--- src/rtl/regfile_mp.sv ---
// Parametrised multi-read-port register file with power-up clear sweep,
// write-first bypass and an optional hardwired zero entry.
module regfile_mp #(
    parameter int WIDTH    = 32,
    parameter int ADDR_W   = 6,
    parameter int NRD      = 2,
    parameter int ZERO_REG = 1
) (
    input  logic                  clk,
    input  logic                  rst_n,
    input  logic                  wrt,
    input  logic [ADDR_W-1:0]     rd,
    input  logic [WIDTH-1:0]      din,
    input  logic [NRD*ADDR_W-1:0] rs,
    output logic [NRD*WIDTH-1:0]  sout,
    output logic                  ready
);

    localparam int DEPTH = 2 ** ADDR_W;
    localparam bit ZR    = (ZERO_REG != 0);

    typedef enum logic [0:0] {
        ST_CLEAR = 1'b0,
        ST_RUN   = 1'b1
    } state_t;

    state_t               r_state;
    state_t               w_state_nxt;
    logic [ADDR_W:0]      r_clr_ptr;
    logic [ADDR_W:0]      w_clr_ptr_nxt;
    logic                 r_ready;
    logic                 w_ready_nxt;
    logic [NRD*WIDTH-1:0] r_sout;
    logic [NRD*WIDTH-1:0] w_sout_nxt;
    logic [WIDTH-1:0]     r_mem [DEPTH];

    logic                 w_last_clr;
    logic                 w_wr_qual;
    logic                 w_mem_we;
    logic [ADDR_W-1:0]    w_mem_addr;
    logic [WIDTH-1:0]     w_mem_wdata;

    assign w_last_clr = (r_clr_ptr == {1'b0, {ADDR_W{1'b1}}});
    assign w_wr_qual  = (r_state == ST_RUN) && wrt
                        && !(ZR && (rd == {ADDR_W{1'b0}}));

    // Next-state logic for the clear sweep and the ready flag
    always_comb begin
        w_state_nxt   = r_state;
        w_clr_ptr_nxt = r_clr_ptr;
        w_ready_nxt   = r_ready;
        case (r_state)
            ST_CLEAR: begin
                w_clr_ptr_nxt = r_clr_ptr + {{ADDR_W{1'b0}}, 1'b1};
                if (w_last_clr) begin
                    w_state_nxt = ST_RUN;
                    w_ready_nxt = 1'b1;
                end else begin
                    w_ready_nxt = 1'b0;
                end
            end
            ST_RUN: begin
                w_ready_nxt = 1'b1;
            end
            default: begin
                w_state_nxt   = ST_CLEAR;
                w_clr_ptr_nxt = {(ADDR_W+1){1'b0}};
                w_ready_nxt   = 1'b0;
            end
        endcase
    end

    // Array write port: the sweep owns it in CLEAR, writeback owns it in RUN
    always_comb begin
        w_mem_we    = 1'b0;
        w_mem_addr  = rd;
        w_mem_wdata = din;
        if (!rst_n) begin
            w_mem_we = 1'b0;
        end else if (r_state == ST_CLEAR) begin
            w_mem_we    = 1'b1;
            w_mem_addr  = r_clr_ptr[ADDR_W-1:0];
            w_mem_wdata = {WIDTH{1'b0}};
        end else if (w_wr_qual) begin
            w_mem_we = 1'b1;
        end else begin
            w_mem_we = 1'b0;
        end
    end

    // Per-lane read resolution: zero entry, then same-edge bypass, then array
    always_comb begin
        w_sout_nxt = {(NRD*WIDTH){1'b0}};
        for (int k = 0; k < NRD; k++) begin
            if (r_state != ST_RUN) begin
                w_sout_nxt[k*WIDTH +: WIDTH] = {WIDTH{1'b0}};
            end else if (ZR && (rs[k*ADDR_W +: ADDR_W] == {ADDR_W{1'b0}})) begin
                w_sout_nxt[k*WIDTH +: WIDTH] = {WIDTH{1'b0}};
            end else if (w_wr_qual && (rd == rs[k*ADDR_W +: ADDR_W])) begin
                w_sout_nxt[k*WIDTH +: WIDTH] = din;
            end else begin
                w_sout_nxt[k*WIDTH +: WIDTH] = r_mem[rs[k*ADDR_W +: ADDR_W]];
            end
        end
    end

    // Control and output registers; reset restarts the sweep from entry 0
    always_ff @(posedge clk) begin
        if (!rst_n) begin
            r_state   <= ST_CLEAR;
            r_clr_ptr <= {(ADDR_W+1){1'b0}};
            r_ready   <= 1'b0;
            r_sout    <= {(NRD*WIDTH){1'b0}};
        end else begin
            r_state   <= w_state_nxt;
            r_clr_ptr <= w_clr_ptr_nxt;
            r_ready   <= w_ready_nxt;
            r_sout    <= w_sout_nxt;
        end
    end

    // Storage array; contents survive the reset edge itself
    always_ff @(posedge clk) begin
        if (w_mem_we) begin
            r_mem[w_mem_addr] <= w_mem_wdata;
        end
    end

    assign sout  = r_sout;
    assign ready = r_ready;

endmodule

--- config.mk ---
export PLATFORM = sky130hd
export DESIGN_NAME = regfile_mp
export DESIGN_NICKNAME = d
export VERILOG_FILES = /design/src/rtl/regfile_mp.sv
export SDC_FILE = /design/constraint.sdc
export NUM_CORES = 2
export LEC_CHECK = 0
export BUFFER_PORTS_ARGS = -buffer_cell sky130_fd_sc_hd__buf_2
export CAP_MARGIN = 40
export CORE_MARGIN = 4
export CORE_UTILIZATION = 40
export DETAILED_ROUTE_END_ITERATION = 12
export PLACE_DENSITY = 0.56
export SYNTH_ARGS = -nofsm -noshare
export SYNTH_HDL_FRONTEND = slang
export SYNTH_SLANG_ARGS = --single-unit
--- constraint.sdc ---
create_clock -name clk -period 5.5 [get_ports clk]
set_clock_uncertainty 0.15 [all_clocks]
set_input_delay 0.275 -clock clk [delete_from_list [all_inputs] [get_ports clk]]
set_output_delay 0.275 -clock clk [all_outputs]
set_load 0.02 [all_outputs]
==> flow_summary.yaml <==
hold_path:
  holdCritStartpoint: "din[31]"
  hp-class: "input port to register"
  hold_path_depth: 4
  hold_end: "sout[31]"
route:
  drtIter0Drc: 7939
  via_per_inst: 6.45
  drcViolationCount: 0
  vias: 58600
  firstDrtPassIters: 8
  routedWlPerCell_um: 38.5
  wirelength_um: 350000
  ant_nets: 0
setup_path:
  max_stage_delay_ns: 0.64
  critPathKind: "register to register"
  end_kind: "register"
  rr_endpoint: "r_mem[16][2]"
  worst_path_most_repeated_cell: "nand2b_1"
  cp_cell_sequence: "nand2b_2, mux2i_1, nand2b_1, nand2b_1, nor2_4, buf_4"
  worstPathMaxFanout: 21
  cp-start-kind: "register"
  rr_worst_depth: 6
  reg2reg_from: "r_state"
  r2r_setup_slack_ns: 1.11
  critical-path-slowest-cell: "mux2i_1"
  worstPathRequired_ns: 5.85
  cp.arrival_ns: 4.73
floorplan:
  start_util_pct: 40.2
  coreArea_um2: 246000
  die_height_um: 505
  die_x_um: 505
  num_rows: 182
  die-area_um2: 256000
  num_io_pins: 118
clock_tree:
  numCtsBuffers: 221
  tritoncts: "done"
  cts-root-buf: "clkbuf_16"
  clkSinkCount: 2120
  htreeDepth: 4
  clkTransAtPathRegs_ns: 0.06
  insertion_delay_ns: 0.89
  cts_resized: 0
  clk_path_buf_depth: 3
sta:
  rsz0062_at_grt: "false"
  fin_crit_sh_pct: 79.8
  hold_viol: 0
  hold-worst-slack_ns: 0.0693
  slew_viol_final: 0
  maxSlewHeadroom_pct: 33.4
  worst_pin_slew_ns: 0.999
  post-route-min-period_ns: 4.39
  setup_viol: 0
  max_freq_ghz: 0.228
  tns_ns: 0
global_route:
  grt_util_all_layers_pct: 26.9
  grt_pass1_vias: 58700
  grt_pass1_wl_um: 481000
  grt_max_degree: 90
  grt-ovfl-total: 0
  antenna_found_initial: 27
synthesis:
  synth_xor_area_share_pct: 0.159
  synthAdderAreaFrac_pct: 0.0126
  yosys-mux-area-fraction_pct: 26.4
  synth_edf_count: 2048
  syn_area_um2: 99000
  synthArstFlopShare_pct: 0
  synth_top_family_by_area: "multiplexers"
  synth_fp_nets: 5325
  synthDistinctLibCells: 75
  ys_seq_elements: 2120
  synth_top_flop_cell: "edfxtp_1"
  syn_inst: 5271
  synth-simple-area-share_pct: 2.85
  synth_compound_area_share_pct: 4.31
  synthTopCellsByArea: "edfxtp_1, mux4_2, mux2i_1, mux2_2, dfxtp_1"
  yosys.area.top_type: "edfxtp_1"
  synth_top_area_share_pct: 62.1
  syn_area_per_cell_um2: 18.8
  ys.warnings.count: 0
  synth.yosys.seq_area_share_pct: 63.6
cells_and_area:
  multi_input_area_um2: 34000
  fin_util_pct: 45.8
  nets: 5611
  seqCellArea_um2: 62900
  final_cells: 9079
  drive_gt1_share_pct: 33.3
  final.fill_count: 20700
  syn2layout_area_growth_pct: 14.0
power:
  finalPower_mw: 35.7
  power-per-cell-area_nw_per_um2: 316
  p_leak_nw: 36.7
  ir_drop_mv: 0.303
flow_run:
  maxCapViolations: 0
run_status:
  status: "finished, final reports clean"
placement:
  routabilityCongestion: 0.891
  dp_hpwl_um: 220000
  dp.cells: 8615
  portBuffers: 117
## registers in the layout, summed over array words and instances, names as in the netlist
register   flops
r_clr_ptr      7
r_mem       2048
sout          64
r_state        1
## worst max path at each step
| stage | from | end | cells after the start |
|---|---|---|---|
| global route | r_state | r_mem[16][4] | 6 |
| CTS | r_state | r_mem[16][4] | 6 |
| detailed placement | r_state | r_mem[16][4] | 6 |
| finish | r_state | r_mem[16][2] | 6 |
| global placement | rs[10] | sout[53] | 8 |
| floorplan | r_state | r_mem[41][0] | 7 |
## synthesized netlist by cell type (all sizes together), types with 17 or more instances
library cell	instances
a22oi	136
o221ai	21
nand2	179
mux4	868
nor3	30
and2	17
a21oi	41
inv	38
o2111ai	24
and3	18
o22ai	54
a211oi	132
dfxtp	72
clkbuf	148
edfxtp	2048
mux2i	479
nor2	126
o21ai	42
buf	273
nor2b	43
nand4	29
mux2	156
a221oi	48
nand3	103
## kinds of logic (layout without fill, tap and decap cells)
family,after synthesis,after routing
buf+inv,459,933
mux,1503,1503
other cells,0,22
xor+xnor,18,18
compound gates,579,579
fa+ha+maj,1,1
simple gates,591,591
flops,2120,2120
## worst max-delay path: cells and delay by family (launching register included)
kind                   cells  cell delay [ns]
muxes                      1             0.64
DFF                        1             0.63
buffers and inverters      1             0.50
and+or+nand+nor            4             1.98
## power breakdown
| part | internal, mW | switching (mW) |
|---|---|---|
| sequential | 17.8 | 0.0346 |
| combinational | 1.16 | 1.92 |
| clock | 8.42 | 6.37 |
| total | 27.4 | 8.33 |
## area by class of cell
cell class,count,area share (%)
flip-flops and latches,2120,55.8
multi-input cells,2692,30.1
clock inverters,123,0.952
inverters,38,0.126
repair buffers,484,3.98
diodes,22,0.0488
well taps,3312,3.67
clock buffers,288,5.34
## repair_timing
action	in CTS	in global routing
setup buffers	0	0
hold endpoints to repair	306	0
hold buffers	31	0
## metal layers
metal / vias to the layer above / global-route usage, % / wire length [um]
met1: 31500 / 34.9 / 132000
met2: 3322 / 42.6 / 164000
li1: 23100 / - / -
met5: - / 0 / 75
met3: 664 / 6.46 / 33900
met4: 10 / 13.3 / 19700
## cells in the final DEF (no fill, tap or decap), types with 72 or more instances in the layout
| master | netlist | final |
|---|---|---|
| buf_4 | 58 | 261 |
| mux2_2 | 155 | 155 |
| clkbuf_16 | 0 | 227 |
| a22oi_1 | 136 | 136 |
| nand3_1 | 103 | 101 |
| edfxtp_1 | 2048 | 2048 |
| mux2i_1 | 479 | 479 |
| mux4_2 | 864 | 864 |
| nand2_1 | 179 | 179 |
| buf_2 | 126 | 113 |
| dfxtp_1 | 72 | 72 |
| a211oi_1 | 130 | 130 |
## metrics by stage
step                setup WS, ns  cell area (um^2)
floorplan                   1.78             99000
global placement           0.619            104000
detailed placement          1.26            105000
CTS                         1.23            113000
global route               0.967            113000
finish                      1.11            113000
Note: power is estimated with default switching activity, not from simulation.
